**config.mk**
```make
export PLATFORM = sky130hd
export DESIGN_NAME = up_counter_ctrl_flat
export DESIGN_NICKNAME = d
export VERILOG_FILES = /design/src/rtl/up_counter_ctrl_pkg.sv /design/src/rtl/up_counter_ctrl_if.sv /design/src/rtl/up_counter_ctrl.sv /design/src/flat_wrapper.sv
export SDC_FILE = /design/constraint.sdc
export NUM_CORES = 1
export LEC_CHECK = 0
export CAP_MARGIN = 20
export CORE_MARGIN = 2
export CORE_UTILIZATION = 38
export CTS_CLUSTER_SIZE = 25
export DETAILED_ROUTE_END_ITERATION = 10
export PLACE_DENSITY = 0.69
export SLEW_MARGIN = 15
export SYNTH_ARGS = -nofsm -noshare
export SYNTH_HDL_FRONTEND = slang
export SYNTH_SLANG_ARGS = --single-unit
```
**constraint.sdc**
```tcl
create_clock -name clk -period 5.5 [get_ports clk]
set_clock_uncertainty 0.15 [all_clocks]
set_input_delay 0.825 -clock clk [delete_from_list [all_inputs] [get_ports clk]]
set_output_delay 0.825 -clock clk [all_outputs]
set_load 0.05 [all_outputs]
```
**src/rtl/up_counter_ctrl_pkg.sv**
```systemverilog
// Shared state and mode encodings for the loadable up-counter control block.
package up_counter_ctrl_pkg;

  typedef enum logic [1:0] {
    IDLE = 2'b00,
    RUN  = 2'b01,
    DONE = 2'b10
  } state_e;

  localparam logic MODE_FREE    = 1'b0;
  localparam logic MODE_ONESHOT = 1'b1;

endpackage

```
**src/rtl/up_counter_ctrl_if.sv**
```systemverilog
// Control/status bundle of the up-counter; the slave side is the counter itself.
interface up_counter_ctrl_if #(
  parameter int WIDTH = 4
);

  logic             start_i;
  logic             stop_i;
  logic             en_i;
  logic             mode_i;
  logic             load_i;
  logic [WIDTH-1:0] load_val_i;
  logic             limit_sel_i;
  logic [WIDTH-1:0] limit_i;
  logic             clr_ovf_i;
  logic [WIDTH-1:0] out_o;
  logic             tc_o;
  logic             busy_o;
  logic             done_o;
  logic             ovf_o;

  modport master (
    output start_i, stop_i, en_i, mode_i, load_i, load_val_i,
           limit_sel_i, limit_i, clr_ovf_i,
    input  out_o, tc_o, busy_o, done_o, ovf_o
  );

  modport slave (
    input  start_i, stop_i, en_i, mode_i, load_i, load_val_i,
           limit_sel_i, limit_i, clr_ovf_i,
    output out_o, tc_o, busy_o, done_o, ovf_o
  );

endinterface

```
**src/rtl/up_counter_ctrl.sv**
```systemverilog
// Loadable up-counter with start/stop FSM, terminal-count pulse, one-shot
// completion flag and a sticky wrap flag for free-run operation.
module up_counter_ctrl
  import up_counter_ctrl_pkg::*;
#(
  parameter int               WIDTH         = 4,
  parameter logic [WIDTH-1:0] DEFAULT_LIMIT = 4'b1111
) (
  input  logic              clk,
  input  logic              rst_n,
  up_counter_ctrl_if.slave  bus
);

  state_e           state_q;
  logic [WIDTH-1:0] count_q;
  logic             tc_q;
  logic             busy_q;
  logic             done_q;
  logic             ovf_q;

  logic [WIDTH-1:0] effLimit;
  logic             termHit;

  // Limit is followed live; >= stops a loaded value above it from running away.
  assign effLimit = bus.limit_sel_i ? bus.limit_i : DEFAULT_LIMIT;
  assign termHit  = (count_q >= effLimit);

  always_ff @(posedge clk or negedge rst_n) begin
    if (!rst_n) begin
      state_q <= IDLE;
      count_q <= '0;
      tc_q    <= 1'b0;
      busy_q  <= 1'b0;
      done_q  <= 1'b0;
      ovf_q   <= 1'b0;
    end else begin
      tc_q <= 1'b0;
      if (bus.clr_ovf_i) begin
        ovf_q <= 1'b0;
      end
      if (bus.load_i) begin
        count_q <= bus.load_val_i;
      end else begin
        case (state_q)
          IDLE: begin
            if (bus.start_i) begin
              state_q <= RUN;
              busy_q  <= 1'b1;
              count_q <= '0;
            end
          end
          RUN: begin
            if (bus.stop_i) begin
              state_q <= IDLE;
              busy_q  <= 1'b0;
            end else if (bus.en_i) begin
              if (termHit) begin
                tc_q <= 1'b1;
                // A wrap sets ovf after the clear above, so set wins.
                case (bus.mode_i)
                  MODE_FREE: begin
                    count_q <= '0;
                    ovf_q   <= 1'b1;
                  end
                  MODE_ONESHOT: begin
                    state_q <= DONE;
                    busy_q  <= 1'b0;
                    done_q  <= 1'b1;
                  end
                endcase
              end else begin
                count_q <= count_q + 1'b1;
              end
            end
          end
          DONE: begin
            if (bus.start_i) begin
              state_q <= RUN;
              busy_q  <= 1'b1;
              done_q  <= 1'b0;
              count_q <= '0;
            end
          end
          default: begin
            state_q <= IDLE;
            busy_q  <= 1'b0;
            done_q  <= 1'b0;
          end
        endcase
      end
    end
  end

  assign bus.out_o  = count_q;
  assign bus.tc_o   = tc_q;
  assign bus.busy_o = busy_q;
  assign bus.done_o = done_q;
  assign bus.ovf_o  = ovf_q;

endmodule

```
**src/flat_wrapper.sv**
```systemverilog
// flat-port wrapper written by rule: the top's interface ports become plain ports
module up_counter_ctrl_flat import up_counter_ctrl_pkg::*;
#(
  parameter int               WIDTH         = 4,
  parameter logic [WIDTH-1:0] DEFAULT_LIMIT = 4'b1111
)
  (clk, rst_n, bus_start_i, bus_stop_i, bus_en_i, bus_mode_i, bus_load_i, bus_load_val_i, bus_limit_sel_i, bus_limit_i, bus_clr_ovf_i, bus_out_o, bus_tc_o, bus_busy_o, bus_done_o, bus_ovf_o);
  up_counter_ctrl_if #(.WIDTH(WIDTH)) bus_i ();
  input  logic clk;
  input  logic rst_n;
  input wire logic [$bits(bus_i.start_i)-1:0] bus_start_i;
  input wire logic [$bits(bus_i.stop_i)-1:0] bus_stop_i;
  input wire logic [$bits(bus_i.en_i)-1:0] bus_en_i;
  input wire logic [$bits(bus_i.mode_i)-1:0] bus_mode_i;
  input wire logic [$bits(bus_i.load_i)-1:0] bus_load_i;
  input wire logic [$bits(bus_i.load_val_i)-1:0] bus_load_val_i;
  input wire logic [$bits(bus_i.limit_sel_i)-1:0] bus_limit_sel_i;
  input wire logic [$bits(bus_i.limit_i)-1:0] bus_limit_i;
  input wire logic [$bits(bus_i.clr_ovf_i)-1:0] bus_clr_ovf_i;
  output wire logic [$bits(bus_i.out_o)-1:0] bus_out_o;
  output wire logic [$bits(bus_i.tc_o)-1:0] bus_tc_o;
  output wire logic [$bits(bus_i.busy_o)-1:0] bus_busy_o;
  output wire logic [$bits(bus_i.done_o)-1:0] bus_done_o;
  output wire logic [$bits(bus_i.ovf_o)-1:0] bus_ovf_o;
  assign bus_i.start_i = bus_start_i;
  assign bus_i.stop_i = bus_stop_i;
  assign bus_i.en_i = bus_en_i;
  assign bus_i.mode_i = bus_mode_i;
  assign bus_i.load_i = bus_load_i;
  assign bus_i.load_val_i = bus_load_val_i;
  assign bus_i.limit_sel_i = bus_limit_sel_i;
  assign bus_i.limit_i = bus_limit_i;
  assign bus_i.clr_ovf_i = bus_clr_ovf_i;
  assign bus_out_o = bus_i.out_o;
  assign bus_tc_o = bus_i.tc_o;
  assign bus_busy_o = bus_i.busy_o;
  assign bus_done_o = bus_i.done_o;
  assign bus_ovf_o = bus_i.ovf_o;
  up_counter_ctrl #(.WIDTH(WIDTH), .DEFAULT_LIMIT(DEFAULT_LIMIT)) u_core (.clk(clk), .rst_n(rst_n), .bus(bus_i));
endmodule
```
==> impl_metrics.env <==
export IMPL_peakVddDrop_v=0.0001718
export IMPL_final_antenna_net_count=0
export IMPL_slew_violations=0
export IMPL_grt_overflow=0
export IMPL_grt_pass1_vias=550
export IMPL_syn_cell_area_um2=659.4
export IMPL_grt_max_degree=11
export IMPL_n_antenna_cell=0
export IMPL_ys_seq_area_share_pct=37.95
export IMPL_synth_top_family_by_area="compound AO/OA/AOI/OAI gates"
export IMPL_setup_worst_path_start_class="primary input"
export IMPL_grt_pass1_wl_um=2304
export IMPL_synthMuxAreaShare_pct=0
export IMPL_setup_viol=0
export IMPL_path_cells="clkdlybuf4s50_1, nand2b_1, ha_1, nor3b_2, o21ai_2, a22oi_4, a21bo_1, a22o_1"
export IMPL_hold_class="reg2reg"
export IMPL_status="complete, no violations"
export IMPL_crit_arrival_ps=2700
export IMPL_crit_fanout=8
export IMPL_io_buffers=24
export IMPL_drt_wl_total_um=1431
export IMPL_slew_headroom_pct=66.42
export IMPL_drv_cap=0
export IMPL_synth_seq_cells=10
export IMPL_yosysWarnings=0
export IMPL_cts_buffers=3
export IMPL_synth_cell_types=28
export IMPL_cp_end_kind="flop"
export IMPL_crit_type="in2reg"
export IMPL_fin_ws_ps=2796
export IMPL_timing_rr_start="u_core.bus.out_o[0]$_DFFE_PN0P_"
export IMPL_post_place_ws_ps=2511
export IMPL_synth_fa_ha_area_share_pct=9.488
export IMPL_pwr_density_cell_mw_per_mm2=409.2
export IMPL_drt_iter0_drc=7
export IMPL_drive_gt1_share_pct=11.70
export IMPL_dr_pass1_iters=4
export IMPL_synth_compound_area_share_pct=25.81
export IMPL_cts_sinks=10
export IMPL_nets=118
export IMPL_met1_usage_pct=20.05
export IMPL_use_met2_pct=24.51
export IMPL_synth_top_area_share_pct=37.95
export IMPL_cts_hold_fix_buffers=0
export IMPL_synth_nets=90
export IMPL_crit_buf_inv=1
export IMPL_synth_main_ff_cell="dfrtp_1"
export IMPL_yosys_area_share_simple_pct=21.63
export IMPL_cts_resized=0
export IMPL_synthTopCellsByCount="dfrtp_1, nor2_1, a21oi_1, inv_1, ha_1"
export IMPL_start_util_pct=39.48
export IMPL_synthCells=68
export IMPL_fp_dieArea_mm2=0.002084
export IMPL_routed_via_density=5.514
export IMPL_hold_viol=0
export IMPL_clk_latency_ps=260
export IMPL_reg2reg_depth=7
export IMPL_root_buffer="clkbuf_4"
export IMPL_track_usage_pct=15.72
export IMPL_design_core_area_mm2=0.001670
export IMPL_gp_congestion=0.8204
export IMPL_fp_row_count=15
export IMPL_cts_tree="built"
export IMPL_holdCritStartpoint="u_core.bus.busy_o$_DFFE_PN0P_"
export IMPL_fin_tns_setup_ps=0
export IMPL_wire_per_inst_um=12.89
export IMPL_die_h_um=45.66
export IMPL_cpMaxStageDelayCell="clkdlybuf4s50_1"
export IMPL_crit_start="bus_limit_sel_i"
export IMPL_dpl_hpwl_um=1148
export IMPL_ios=25
export IMPL_dr_total_vias=612
export IMPL_dieWidth_um=45.66
export IMPL_tightest_slew_ps=502.1
export IMPL_synth_top_cell_by_area="dfrtp_1"
export IMPL_p_leak_nw=0.4533
export IMPL_area_growth_synth_to_final_pct=41.37
export IMPL_rsz0062_at_grt="false"
export IMPL_ctsHtreeMaxLevel=1
export IMPL_path_depth=8
export IMPL_post_cts_buffers=0
export IMPL_synth_xor_area_share_pct=0
export IMPL_max_freq_mhz=369.8
export IMPL_crit_family="compound AO/OA/AOI/OAI gates"
export IMPL_synth_edff_count=0
export IMPL_cts_max_path_buffers=2
export IMPL_cts_clk_slew_worst_paths_ps=60
export IMPL_slowest_delay_ps=500
export IMPL_drc_errors=0
export IMPL_period_share_pct=49.16
export IMPL_holdPathStages=2
export IMPL_yosysMostFrequentCell="dfrtp_1"
export IMPL_global_route_usage_met3_pct=4.365
export IMPL_async_flop_share_pct=100.0
export IMPL_avgSynthCellArea_um2=9.697
export IMPL_grt_busiest_layer="met2"
export IMPL_antenna_found_initial=0
export IMPL_fin_crit_ps=2704
export IMPL_required_ps=5500
export IMPL_yosys_top_cells_area="dfrtp_1, ha_1, a21oi_1, nor2_1, a22o_1"
-- layer usage --
layer / vias to the layer above / share of wire (%)
li1: 303 / -
met1: 284 / 46
met2: 23 / 47
met3: 2 / 6.4
met4: 0 / 0.56
met5: - / 0
-- through the flow --
step / power [mW] / utilization (%) / hold WS (ps) / instance area, um2 / cells
2_1_floorplan: 0.2648 / - / 346.4 / 659.4 / 68
3_3_place_gp: 0.3337 / 54.46 / 342.0 / 909.6 / 108
3_5_place_dp: 0.3358 / 54.46 / 347.5 / 909.6 / 108
4_1_cts: 0.3867 / 55.81 / 365.8 / 932.1 / 111
5_1_grt: 0.4112 / 55.81 / 398.5 / 932.1 / 111
6_report: 0.3814 / 55.81 / 351.9 / 932.1 / 111
-- registers in the layout, indices dropped and copies added, names as in the netlist --
name	count
u_core.bus.busy_o	1
u_core.bus.done_o	1
u_core.bus.out_o	4
u_core.bus.ovf_o	1
u_core.bus.tc_o	1
u_core.state_q	2
-- where the power goes --
part           internal [mW]  switching (mW)
clock                 0.0252          0.0235
combinational         0.0828           0.128
sequential            0.0952          0.0272
-- layout by cell type, fill, tap and decap left out, types with 2 or more instances in the layout --
cell,netlist,layout
clkdlybuf4s50_1,0,24
dfrtp_1,10,10
nor2_1,8,8
inv_1,6,6
a21oi_1,6,6
ha_1,5,5
nor2b_1,4,4
a22o_1,3,3
nand3_1,3,3
clkbuf_4,0,3
nor2_2,2,2
a22oi_1,2,2
o21ai_0,2,2
-- tightest hold or removal path, cell delays in order, from the launching register on --
cell     delay, ps
dfrtp_1        350
a21oi_1         40
nor2_1          80
-- path summary, 6_finish.rpt --
check	slack, ps	endpoint
worst min-delay path	350	u_core.bus.busy_o$_DFFE_PN0P_
max in group asynchronous	4130	u_core.bus.out_o[0]$_DFFE_PN0P_
worst max register to register	3400	u_core.bus.out_o[3]$_DFFE_PN0P_
worst max-delay path	2800	u_core.bus.out_o[3]$_DFFE_PN0P_
worst min register to register	350	u_core.bus.busy_o$_DFFE_PN0P_
min in group asynchronous	740	u_core.bus.out_o[1]$_DFFE_PN0P_
-- cell families after synthesis --
group | after synthesis
buffers and inverters | 7
adders and majority gates | 5
DFF | 10
AOI/OAI and AO/OA | 22
and+or+nand+nor | 24
-- area by class of cell --
cell class	instances	area (um2)
clock buffer	3	22.52
inverter	6	22.52
sequential	10	250.2
tap	17	21.27
timing repair buffer	24	240.2
multi-input combinational	51	375.4
fill	156	738.2
No activity file was read; power rests on OpenSTA's default activity.
==> edit, RTL diff (same flow settings) <==
The 3 states of `state_e` get a one-hot encoding in 3 bits.
--- a/src/rtl/up_counter_ctrl_pkg.sv
+++ b/src/rtl/up_counter_ctrl_pkg.sv
@@ -2,8 +2,8 @@
 package up_counter_ctrl_pkg;
 
-  typedef enum logic [1:0] {
-    IDLE = 2'b00,
-    RUN  = 2'b01,
-    DONE = 2'b10
+  typedef enum logic [2:0] {
+    IDLE = 3'b001,
+    RUN  = 3'b010,
+    DONE = 3'b100
   } state_e;
 
Formal check against the unedited RTL: same outputs for any inputs over 10 cycles, from zero or initial values and one cycle with rst_n low; not proved beyond that.
==> edit against the unedited design <==
Count of clock-buffer cells in the layout rose by 1; register-to-register slack improved by 0.03 ns; power grew 9.5%; largest power group unchanged; critical path depth stayed put; setup slack lost 0.052 ns; cell area grew 22%; maximum frequency shrank 1.9%; via count up 30%; sequential cell count is 1 higher; synthesized area increased by 28%; global-route usage is 2.3 points higher; routed wire length grew 38%; first-iteration DRC count grew to 3.0 times the old value.
==> edit: results (changes against the unedited design) <==
| Metric | Value |
|---|---|
| Status | `complete, no violations` |
| Arr. time, crit path | `2.77 ns (+0.07 ns)` |
| Warnings from Yosys | `0 (unchanged)` |
| Slew headroom | `62.6% (-3.9 points)` |
| Post-CTS Setup Bufs | `0 (unchanged)` |
| Pre-CTS WS | `2.46 ns (-0.0525 ns)` |
| Peak supply drop | `0.255 mV (+48%)` |
| Hold Startpoint | `u_core.bus.ovf_o` |
| Slowest cell on crit path | `clkdlybuf4s50_1` |
| Cts bufs inserted | `3 (unchanged)` |
| Hold crit path type | `reg -> reg` |
| Wire per inst | `13.5 um (+4.4%)` |
| Vias in the first global route | `808 (+47%)` |
| 1st-iter DRT viols | `21 (+14)` |
| Worst-path clk slew | `0.08 ns (+0.02 ns)` |
| Post-synth top flop | `dfrtp_1` |
| Worst-path maximum fanout | `5 (-3)` |
| Hold Crit Endpoint | `u_core.bus.ovf_o` |
| R2r startpoint | `u_core.bus.out_o[2]` |
| Synth top cells by count | `dfrtp_1 (10), nor2_1 (9), nand2_1 (7), inv_1 (6), ha_1 (5)` |
| Worst path max stage delay | `0.50 ns (about the same)` |
| Tot GR Track Use | `18.0% (+2.3 points)` |
| Worst skew pair latency | `0.27 ns` |
| Largest net degree at the start of global routing | `17 (+6)` |
| Hold Path Stages | `2 (unchanged)` |
| FFs w/ async S/R, synth | `100% (unchanged)` |
| CTS Buffer Depth | `2 (unchanged)` |
| CTS root buf | `clkbuf_4` |
| Sequential fraction of the synthesis area | `32.6% (-5.3 points)` |
| Largest register FFs | `4 (unchanged)` |
| Reg2reg path depth | `6 (-1)` |
| Global-route wire length before repair | `3530 um (+53%)` |
| Port Buffer Count | `24 (unchanged)` |
| PostCTS Resize Cnt | `0 (unchanged)` |
| Router iterations before antenna repair | `4 (unchanged)` |
| Syn_nets | `115 (+28%)` |
| Placer Congestion | `0.898 (+9.5%)` |
| FF-to-FF End | `u_core.bus.out_o[2]` |
| Vias per Instance | `5.40 (-2.0%)` |
| DP HPWL | `1510 um (+32%)` |
| Fin nets | `142 (+20%)` |
| Number of library cell types mapped by synthesis | `42 (+50%)` |
| FF-to-FF setup slack | `3.43 ns (+0.03 ns)` |
| Layout cells sized above 1 | `9.24% (-2.5 points)` |
| Synth top area cells | `dfrtp_1 (30%), ha_1 (7.4%), nor2_1 (4.0%)` |
| H-tree depth | `1 (unchanged)` |
| Leak | `0.484 nW (+6.8%)` |
| N_diodes | `0 (unchanged)` |
| Initial antenna violation count | `0 (unchanged)` |
[edit: changes by cell type after synthesis, sizes merged, moves of 3 or more]
cell and change:
nand2 +6, a21oi -4, and4bb +4, a22o -3, a22oi -3, o21ai +3
[edit: worst max-delay path by stage]
stage / startpoint / cells past startpoint / slack (ns) / end
final: bus_limit_sel_i / 8 / 2.74 / u_core.bus.out_o[2]
after global routing: bus_limit_sel_i / 8 / 2.63 / u_core.bus.out_o[2]
after CTS: bus_limit_sel_i / 8 / 2.75 / u_core.bus.out_o[2]
after detailed placement: bus_limit_sel_i / 8 / 2.46 / u_core.bus.out_o[2]
after global placement: bus_limit_sel_i / 8 / 2.48 / u_core.bus.out_o[2]
after floorplan: bus_limit_sel_i / 7 / 3.03 / u_core.bus.out_o[2]
[edit: kinds of logic (layout without fill, tap and decap cells)]
logic type	after synthesis	after routing	synth area share, %
DFF	11	11	32.6
buffers and inverters	8	34	4.43
AOI/OAI and AO/OA	27	27	25.6
muxes	1	1	1.33
and+or+nand+nor	41	41	28.7
adders and majority gates	5	5	7.39
[edit: stage by stage]
stage	hold slack (ns)	cells	instance area [um^2]
6_report	0.352	147	1130
5_1_grt	0.400	147	1130
4_1_cts	0.357	147	1130
3_5_place_dp	0.338	143	1110
3_3_place_gp	0.324	143	1110
2_1_floorplan	0.379	93	847
[edit: cell type report]
| cell class | instances | area (um^2) |
|---|---|---|
| clock buffers | 4 | 26.3 |
| fillers | 198 | 1010 |
| inverters | 6 | 22.5 |
| multi-input cells | 74 | 533 |
| flip-flops and latches | 11 | 277 |
| well taps | 28 | 35.0 |
| repair buffers | 24 | 240 |
[edit: routing by layer]
layer  GRT usage [%]  part of all wire (%)  routed length (um)  up-vias
met1            21.8                    45                 886      365
met4            7.46                   2.2                  43        0
met3            5.85                   6.1                 120        6
li1                -                     -                   -      399
met2            29.4                    47                 928       24
met5               0                     0                   0        -
[edit: power by group]
| part | switching, mW | internal, mW | leakage, nW |
|---|---|---|---|
| Clock | 0.0290 | 0.0281 | 0.0150 |
| Combinational | 0.130 | 0.0950 | 0.331 |
| Sequential | 0.0325 | 0.103 | 0.138 |
[edit: worst max-delay path: cells and delay by family]
family / cells / cell delay [ns]
compound gates: 4 / 0.80
fa+ha+maj: 1 / 0.23
simple gates: 2 / 0.42
buf+inv: 1 / 0.50
